### src/rtl/fp_add_seq.sv
// fp_add_seq: issues one operation at a time to a non-pipelined FP adder and queues its results
module fp_add_seq #(
  parameter int W     = 32,
  parameter int LAT   = 2,
  parameter int DEPTH = 4
) (
  input  logic         clk,
  input  logic         rst,
  input  logic         req_valid,
  output logic         req_ready,
  input  logic [W-1:0] req_a,
  input  logic [W-1:0] req_b,
  input  logic [2:0]   req_rm,
  output logic [W-1:0] add_in1,
  output logic [W-1:0] add_in2,
  output logic [2:0]   add_round_m,
  input  logic [W-1:0] add_out,
  input  logic         add_ov,
  input  logic         add_un,
  input  logic         add_inv,
  input  logic         add_inexact,
  output logic         rsp_valid,
  input  logic         rsp_ready,
  output logic [W-1:0] rsp_data,
  output logic [4:0]   rsp_flags,
  output logic [4:0]   fflags,
  input  logic         fflags_clr,
  output logic         busy
);
  localparam int AW  = $clog2(DEPTH);
  localparam int AW1 = AW + 1;
  localparam int CW  = $clog2(LAT) + 1;
  localparam logic [1:0] s_idle = 2'd0, s_wait = 2'd1, s_capt = 2'd2;
  localparam logic [AW:0] full = AW1'(DEPTH);
  localparam logic [AW:0] almost = AW1'(DEPTH - 1);
  localparam logic [CW-1:0] last = CW'(LAT - 1);
  logic [1:0]    state;
  logic [CW-1:0] wcnt;
  logic [W+4:0]  mem [DEPTH];
  logic [AW-1:0] wr_ptr, rd_ptr;
  logic [AW:0]   fifo_cnt;
  logic          accept, push, pop;
  logic [4:0]    push_flags;
  // a pop is not credited to req_ready in the same cycle, keeping ready off the rsp path
  always_comb begin
    req_ready  = (state == s_idle && fifo_cnt < full) || (state == s_capt && fifo_cnt < almost);
    accept     = req_valid && req_ready;
    push       = state == s_capt;
    rsp_valid  = fifo_cnt != '0;
    pop        = rsp_valid && rsp_ready;
    push_flags = {add_inv, 1'b0, add_ov, add_un, add_inexact};
    {rsp_data, rsp_flags} = mem[rd_ptr];
    busy       = state != s_idle || rsp_valid;
  end
  always_ff @(posedge clk or posedge rst) begin
    if (rst) begin
      state       <= s_idle;
      wcnt        <= '0;
      add_in1     <= '0;
      add_in2     <= '0;
      add_round_m <= '0;
    end else if (accept) begin
      add_in1     <= req_a;
      add_in2     <= req_b;
      add_round_m <= req_rm;
      wcnt        <= '0;
      state       <= s_wait;
    end else if (state == s_wait) begin
      if (wcnt == last) state <= s_capt;
      else wcnt <= wcnt + 1'b1;
    end else if (state == s_capt) begin
      state <= s_idle;
    end
  end
  always_ff @(posedge clk or posedge rst) begin
    if (rst) begin
      wr_ptr   <= '0;
      rd_ptr   <= '0;
      fifo_cnt <= '0;
      fflags   <= '0;
      for (int i = 0; i < DEPTH; i++) mem[i] <= '0;
    end else begin
      if (push) begin
        mem[wr_ptr] <= {add_out, push_flags};
        wr_ptr      <= wr_ptr + 1'b1;
      end
      if (pop) rd_ptr <= rd_ptr + 1'b1;
      fifo_cnt <= fifo_cnt + {{AW{1'b0}}, push} - {{AW{1'b0}}, pop};
      if (push || fflags_clr) fflags <= (fflags_clr ? 5'b0 : fflags) | (push ? push_flags : 5'b0);
    end
  end
endmodule

### config.mk
export PLATFORM = sky130hd
export DESIGN_NAME = fp_add_seq
export DESIGN_NICKNAME = d
export VERILOG_FILES = /design/src/rtl/fp_add_seq.sv
export SDC_FILE = /design/constraint.sdc
export NUM_CORES = 1
export LEC_CHECK = 0
export ABC_AREA = 1
export CORE_ASPECT_RATIO = 1.4
export CORE_UTILIZATION = 51
export DETAILED_ROUTE_END_ITERATION = 16
export HOLD_SLACK_MARGIN = 0.02
export PLACE_DENSITY = 0.81
export SETUP_SLACK_MARGIN = 0.5
export SLEW_MARGIN = 20
export SYNTH_ARGS = -nofsm -noshare
export SYNTH_HDL_FRONTEND = slang
export SYNTH_SLANG_ARGS = --single-unit
### constraint.sdc
create_clock -name clk -period 12.26 [get_ports clk]
set_input_delay 3.678 -clock clk [delete_from_list [all_inputs] [get_ports clk]]
set_output_delay 3.678 -clock clk [all_outputs]
set_load 0.05 [all_outputs]
======== Word level (Yosys, flattened, before mapping) ========
Cells that the tools add are included.
operators by class
  $add $sub $neg .......................... 5
  multiply operators ...................... 0
  divide/modulo/power cells ............... 0
  order comparisons ....................... 5
  equality and inequality tests ........... 5
  shift-type cells ........................ 0
  mux-type cells .......................... 15
  bitwise logic cells ..................... 3
  reductions and logical operators ........ 15
operator list
  operator                                                                       count
  148-bit bitwise mux                                                            1
  37-bit two-way mux                                                             3
  37-bit binary-select mux with 2-bit select                                     1
  37-bit demux with 2-bit select                                                 1
  2-bit two-way mux                                                              7
  5-bit two-way mux                                                              2
  2-bit by 1-bit adder with 2-bit output (second input constant)                 3
  3-bit >= comparator (second input constant)                                    2
  2-bit inverter with 3-bit output                                               2
  3-bit nonzero test                                                             2
  1-bit logical AND                                                              5
  5-bit OR                                                                       1
  2-bit by 1-bit equality test with 1-bit output (second input constant)         2
  2-bit AND reduction                                                            2
  2-bit nonzero test                                                             2
  3-bit by 1-bit adder with 3-bit output                                         1
  1-bit logical OR                                                               3
  3-bit by 1-bit less-than comparator with 1-bit output (second input constant)  1
  3-bit by 2-bit less-than comparator with 1-bit output (second input constant)  1
  3-bit less-than comparator (second input constant)                             1
  3-bit by 2-bit != test with 1-bit output (second input constant)               1
  3-bit by 1-bit subtractor with 3-bit output                                    1
  2-bit equality test (second input constant)                                    1
  2-bit zero test                                                                1
  2-bit != test (second input constant)                                          1
storage, ports and cells
  register bits after elaboration ......... 231
  bits in latches ......................... 0
  memory bits (writable) .................. 0
  bits in read-only memories .............. 0
  bits of input ports ..................... 108
  output and inout bits ................... 112
  logic and storage cells ................. 61
  memories ................................ 0

======== Depth between registers and ports, before layout ========
Gate-level depths: netlist (run 1).
  word-level depth ........................ 6
  depth in mapped cells ................... 9
  mapped depth without buffers ............ 9

======== Worst setup path before layout (run 1) ========
No wires, ideal clock.
  path kind ............................... flip-flop to output port
  from .................................... reg rd_ptr[0]
  to ...................................... out rsp_data[18]
  arrival time ............................ 1.714 ns
  path slack .............................. 6.868 ns
  cell stages (with the launch flop) ...... 6
  buffers on the path ..................... 2
  cells stage by stage .................... dfrtp_1 > inv_1 > buf_2 > clkbuf_1 > o21ai_0 > o22ai_1
between the ends
  word-level cells in the longest chain between the ends .. 4
RTL lines
  what                                                    line  text
  start, declared                                         40    logic [AW-1:0] wr_ptr, rd_ptr;
  start signal, assigned                                  87    if (pop) rd_ptr <= rd_ptr + 1'b1;
  2-bit inverter with 3-bit output (not written as such)  52    {rsp_data, rsp_flags} = mem[rd_ptr];
  37-bit binary-select mux with 2-bit select              52
  37-bit two-way mux (not written as such) (2 in series)  52
  end, declared                                           24    output logic [W-1:0] rsp_data,
Every way passes these cells. The select of a mux whose other input is x is not followed.

======== Worst setup path in the final report (run 1) ========
  from .................................... reg rd_ptr[0]
  to ...................................... out rsp_data[1]
Same word-level chain as after synthesis.

==> results of run 1 <==
-- through the flow --
stage / setup WS (ps) / power (W) / area (um2) / std cells / hold slack [ps]
after global placement: 6065 / 0.001411 / 11870 / 1465 / 458.4
after CTS: 5490 / 0.002102 / 12610 / 1505 / 477.8
after floorplan: 2391 / 0.001198 / 9826 / 1066 / 449.6
after global routing: 5384 / 0.002174 / 12610 / 1505 / 497.6
final: 5573 / 0.002086 / 12610 / 1505 / 475.6
after detailed placement: 6018 / 0.001418 / 11870 / 1465 / 461.6
-- layout make-up --
cell class | count | area (um2) | share of cell area, %
Inverter | 57 | 222.7 | 1.767
Clock buffer | 35 | 680.7 | 5.399
Clock inverter | 5 | 56.30 | 0.4466
Timing Repair Buffer | 222 | 2210 | 17.53
Sequential cell | 226 | 5657 | 44.87
Multi-Input combinational cell | 716 | 3476 | 27.57
Tap cell | 244 | 305.3 | 2.422
-- flip-flops by register name (all words and copies together) (netlist names) --
name,cells
add_in1,32
add_in2,32
add_round_m,3
fflags,4
fifo_cnt,3
mem,144
rd_ptr,2
state,2
wcnt,2
wr_ptr,2
-- layout by cell type (no fill, tap or decap) --
master / Yosys / layout
nand2_4: 4 / 4
clkbuf_8: 0 / 6
conb_1: 1 / 2
nor2_2: 1 / 1
o22ai_1: 40 / 40
nand3_2: 1 / 1
nand2_1: 356 / 356
o21ai_1: 77 / 77
clkbuf_1: 24 / 6
clkbuf_16: 0 / 23
bufinv_16: 0 / 1
nand3_1: 2 / 2
nand3b_1: 1 / 1
dfrtp_1: 226 / 225
ha_1: 8 / 8
buf_4: 3 / 5
inv_1: 56 / 53
inv_2: 1 / 2
fa_1: 1 / 1
nand4_1: 1 / 1
nor2_4: 1 / 1
nor2_1: 74 / 74
clkdlybuf4s50_1: 0 / 217
inv_8: 0 / 2
o21ai_2: 67 / 67
a21oi_1: 1 / 1
xor2_1: 4 / 4
o21ai_0: 75 / 75
clkinv_2: 0 / 4
dfrtp_2: 0 / 1
-- where the power goes --
group          total [W]  switching [W]  leakage (nW)  internal, W
sequential      0.000761     0.00000587          2.38     0.000755
combinational   0.000642       0.000452          3.34     0.000190
clock           0.000683       0.000280         0.366     0.000403
total            0.00209       0.000738          6.09      0.00135
-- cells by family after synthesis --
logic type / Yosys count / share of synthesized area, %
and+or+nand+nor: 441 / 17.41
AOI/OAI and AO/OA: 260 / 16.32
DFF: 226 / 57.58
buffers and inverters: 124 / 7.070
adders and majority gates: 9 / 1.223
xor gates and xnor gates: 4 / 0.3567
other: 1 / 0.03818
-- cells in the mapped netlist, types with 2 or more instances --
library cell,count
buf_2,12
ha_1,8
clkbuf_1,24
buf_4,3
buf_6,27
o21ai_1,77
o22ai_1,40
nand2_1,356
nand2_4,4
dfrtp_1,226
inv_1,56
xor2_1,4
o21ai_0,75
nand3_1,2
o21ai_2,67
nor2_1,74
-- path summary, 6_finish.rpt --
| kind | startpoint | endpoint | slack, ps | cells past startpoint |
|---|---|---|---|---|
| hold reg to reg | mem[92]$_DFFE_PP0P_ | mem[92]$_DFFE_PP0P_ | 480 | 2 |
| setup reg to reg | fifo_cnt[2]$_DFF_PP0_ | add_in1[27]$_DFFE_PP0P_ | 9320 | 8 |
| max in group asynchronous | rst | add_in1[5]$_DFFE_PP0P_ | 6900 | 3 |
| min in group asynchronous | rst | mem[81]$_DFFE_PP0P_ | 3740 | 2 |
| hold / removal | mem[92]$_DFFE_PP0P_ | mem[92]$_DFFE_PP0P_ | 480 | 2 |
| setup / recovery | rd_ptr[0]$_DFFE_PP0P_ | rsp_data[1] | 5570 | 5 |
-- worst min-delay path, delay by kind of cell (launching register included) --
kind / cells / cell delay, ps
flops: 1 / 340
simple gates: 1 / 60
compound gates: 1 / 40
-- per-layer routing --
metal  GRT usage [%]  vias to the layer above  share of wire [%]
met5               0                        -                  0
met4           5.834                        0                1.5
met3           6.765                       31                8.1
met2           40.67                      274                 49
met1           29.96                     3694                 41
li1                -                     3799                  -
==> impl_metrics.py, run 1 <==
metrics = {
    "outcome": {
        "status": "finished, final reports clean",
    },
    "finish": {
        "n_antenna_cell": 0,
        "drive_above_1_share_pct": 9.358,
        "synthToLayoutAreaGrowth_pct": 28.36,
        "fin_nets": 1362,
        "post-route-util_pct": 67.24,
        "fillers": 1475,
    },
    "sta": {
        "setup_viol": 0,
        "min_period_ps": 6687,
        "clock.fmax_ghz": 0.1495,
        "hold_viol_final": 0,
        "skew_ps": 15.72,
        "fin_tns_setup_ps": 0,
        "report.final.slew_viol_count": 0,
        "tightest_slew_ps": 1033,
        "rsz0062_at_grt": "no",
        "fin_crit_sh_pct": 54.54,
        "slew_headroom_pct": 31.16,
    },
    "flow_run": {
        "drv_cap": 0,
    },
    "clock_network": {
        "clkLatencyLatePin_ps": 500,
        "clk_pin_slew_ps": 60,
        "cts_buffers": 22,
        "post_cts_buffers": 0,
        "cts_sinks": 226,
        "clock_path_buffers": 3,
        "ctsResizeCount": 0,
        "cts_tree": "yes",
        "htree_levels": 1,
        "holdBufCountCts": 0,
        "clockRootBuffer": "clkbuf_16",
    },
    "global_route": {
        "grt_overflow": 0,
        "antenna_found_initial": 0,
        "grt.total_usage_pct": 23.91,
        "grt_pass1_vias": 7871,
        "grt_pass1_wl_um": 38550,
        "grt_max_degree": 150,
    },
    "floorplan": {
        "die-area_mm2": 0.01983,
        "coreArea_mm2": 0.01875,
        "start_util_pct": 52.38,
        "die_x_um": 119.3,
        "die_h_um": 166.2,
        "io_pins": 220,
        "num_rows": 59,
    },
    "place": {
        "io_buffers": 217,
        "place.gp.congestion": 0.7741,
        "post-dp-hpwl_um": 13980,
    },
    "synth": {
        "synthCells": 1065,
        "synthFlopType": "dfrtp_1",
        "synth_edf_count": 0,
        "ys_ff_latch": 226,
        "synth_area_mm2": 0.009822,
        "synth.avg_cell_area_um2": 9.222,
        "synth_top_area_share_pct": 57.58,
        "yosys_warnings": 0,
        "synthArstFlopShare_pct": 100.0,
        "synth.distinct_cells": 26,
        "ys_seq_area_share_pct": 57.58,
        "yosys-top-cells-area": "dfrtp_1 (58%), nand2_1 (14%), o21ai_2 (6.0%)",
        "yosys.area.top_type": "dfrtp_1",
    },
    "drt": {
        "via_per_inst": 5.181,
        "wl_per_cell_um": 15.22,
        "drc": 0,
        "vias": 7798,
        "drt_iter0_markers": 505,
        "firstDrtPassIters": 7,
        "antenna_left": 0,
        "drt_wl_total_um": 22910,
    },
    "critical_path": {
        "worst-path-max-fanout": 46,
        "end_kind": "output pin",
        "crit_required_ps": 8580,
        "path_cells": "inv_2, buf_4, o21ai_0, o22ai_1, clkdlybuf4s50_1",
        "crit_slowest_cell": "clkdlybuf4s50_1",
        "worstPathArrival_ps": 3010,
        "cp_num_buf_inv": 3,
        "slowest_delay_ps": 840,
        "start_kind": "register",
        "critPathTopFamily": "buffers and inverters",
        "crit_type": "reg -> out",
    },
    "pwr": {
        "power_density_mw_per_mm2": 165.5,
        "power.leakage_nw": 6.087,
        "ir_drop_uv": 106.3,
    },
    "min_path": {
        "min_path_type": "reg -> reg",
    },
}
No activity file was read; power rests on OpenSTA's default activity.
==> run 2: changes to the inputs <==
Settings changed: CORE_UTILIZATION 51 to 46, PLACE_DENSITY 0.81 to 0.77.
Clock period 12.26 ns to 5.6 ns, I/O delays scaled along.
==> run 2 against run 1 <==
  * The flow now finishes with violations (DRC)
  * Clock power up 120%
  * First-iteration DRC count decreased by 2.0%
  * Final cell count grew 1.1%
  * Count of clock-buffer cells in the layout up 1
  * Combinational power grew 120%
  * Wire length is 2.3% higher
  * Via count up 0.65%
  * Global-route usage down 1.7 points
  * Worst setup slack worse by 4600 ps
  * Die area grew 11%
  * Sequential power up 120%
  * Non-clock buffer count is 5 higher
==> impl_metrics.py, run 2 (synthesis gave the netlist of run 1 again) <==
metrics = {
    "pwr": {
        "p_seq_share_pct": 36.6,
        "clockPowerShare_pct": 32.4,
        "ir_drop_uv": 261.3,
        "swShare_pct": 35.47,
        "combPwrFrac_pct": 31.0,
        "power_density_mw_per_mm2": 358.7,
        "p_switching_w": 0.001616,
        "power.leakage_nw": 6.114,
        "intPower_w": 0.002940,
    },
    "critical_path": {
        "start_kind": "register",
        "crit_required_ps": 3920,
        "worst-path-max-fanout": 41,
        "end_kind": "output pin",
        "worstPathArrival_ps": 2950,
        "crit_type": "reg -> out",
    },
    "floorplan": {
        "coreArea_mm2": 0.02071,
        "start_util_pct": 47.42,
        "die-area_mm2": 0.02195,
        "die_x_um": 125.5,
        "io_pins": 220,
        "die_h_um": 174.9,
        "num_rows": 62,
    },
    "finish": {
        "fin_nets": 1368,
        "fin_cells": 1522,
        "n_antenna_cell": 0,
        "regMostFlops": "mem",
        "layout_common_cells": "nand2_1 (356), dfrtp_1 (225), clkdlybuf4s50_1 (217), o21ai_1 (77), o21ai_0 (75)",
        "drive_above_1_share_pct": 9.716,
        "top_regs": "mem (144), add_in1 (32), add_in2 (32)",
        "post-route-util_pct": 61.33,
        "largest_reg_flops": 144,
        "fillers": 1721,
        "synthToLayoutAreaGrowth_pct": 29.33,
        "final_common_cell": "nand2_1",
    },
    "min_path": {
        "min_path_type": "reg -> reg",
    },
    "sta": {
        "rsz0062_at_grt": "no",
        "tightest_slew_ps": 963.3,
        "skew_ps": 15.03,
        "setup_viol": 0,
        "report.final.slew_viol_count": 0,
        "min_period_ps": 4625,
        "fin_crit_sh_pct": 82.59,
        "setup_ws_ps": 974.7,
        "hold_viol_final": 0,
        "slew_headroom_pct": 35.78,
        "holdWs_ps": 473.4,
        "fin_tns_setup_ps": 0,
        "clock.fmax_ghz": 0.2162,
    },
    "place": {
        "place_ws_ps": 1524,
        "place.gp.congestion": 0.7984,
        "post-dp-hpwl_um": 14990,
        "placedCellCount": 1481,
        "io_buffers": 217,
    },
    "clock_network": {
        "cts_sinks": 226,
        "clkLatencyLatePin_ps": 510,
        "clk_pin_slew_ps": 60,
        "htree_levels": 1,
        "cts_buffers": 23,
        "cts_tree": "yes",
        "holdBufCountCts": 0,
        "clock_path_buffers": 3,
        "post_cts_buffers": 0,
        "clockRootBuffer": "clkbuf_16",
        "ctsResizeCount": 0,
    },
    "global_route": {
        "antenna_found_initial": 0,
        "grt_pass1_vias": 8068,
        "grt_pass1_wl_um": 39650,
        "grt_overflow": 0,
        "grt_max_degree": 85,
        "grt.total_usage_pct": 22.25,
    },
    "outcome": {
        "status": "finished with violations",
        "violations": "DRC",
    },
    "drt": {
        "drt_iter0_markers": 495,
        "antenna_left": 0,
        "wl_per_cell_um": 15.39,
        "drc": 7,
        "vias": 7849,
        "drt_wl_total_um": 23430,
        "firstDrtPassIters": 11,
        "via_per_inst": 5.157,
    },
    "flow_run": {
        "drv_cap": 0,
    },
}
## run 2: cell count changes in the layout (fill, tap and decap cells not counted), sizes merged
cell,before,now
buf,5,10
clkbuf,35,36
clkinvlp,0,3
inv,57,56
bufinv,1,0
clkinv,4,2
## run 2: worst paths after layout
kind	slack [ps]	cells past startpoint	endpoint	startpoint
max	970	5	rsp_data[4]	rd_ptr[0]$_DFFE_PP0P_
min reg2reg	470	2	mem[109]$_DFFE_PP0P_	mem[109]$_DFFE_PP0P_
max in group asynchronous	3070	4	mem[10]$_DFFE_PP0P_	rst
min in group asynchronous	1510	2	add_in1[8]$_DFFE_PP0P_	rst
min	470	2	mem[109]$_DFFE_PP0P_	mem[109]$_DFFE_PP0P_
max reg2reg	3390	7	fifo_cnt[2]$_DFF_PP0_	state[0]$_DFFE_PP0P_
## run 2: layout make-up
class | count | area [um2] | share of cell area [%]
flip-flops and latches | 226 | 5657 | 44.53
clock inverters | 4 | 28.78 | 0.2266
inverters | 57 | 219.0 | 1.724
multi-input cells | 716 | 3476 | 27.36
repair buffers | 227 | 2297 | 18.09
well taps | 256 | 320.3 | 2.522
clock buffers | 36 | 704.4 | 5.546
## run 2: layer usage
metal  up-vias  GRT usage, %  wire (um)
met3        28         6.154       2007
met4         0         5.081        349
met2       263         38.56      11450
met5         -             0          0
li1       3809             -          -
met1      3749         27.52       9621
## run 2: power by group through the flow
stage	combinational [W]	sequential [W]	clock, W
after global routing	0.00151	0.00167	0.00158
after detailed placement	0.00142	0.00170	0
final	0.00141	0.00167	0.00148
after floorplan	0.000931	0.00169	0
after CTS	0.00142	0.00167	0.00151
after global placement	0.00140	0.00170	0
## run 2: worst max-delay path: stages (launching register included)
cell,delay (ps)
dfrtp_2,400
inv_2,470
buf_4,420
o21ai_0,130
o22ai_1,140
clkdlybuf4s50_1,840
## run 2: through the flow
stage,area [um2],total power [W]
after CTS,12680,0.004596
after detailed placement,11950,0.003112
final,12700,0.004556
after global placement,11950,0.003095
after global routing,12700,0.004750
after floorplan,9829,0.002624
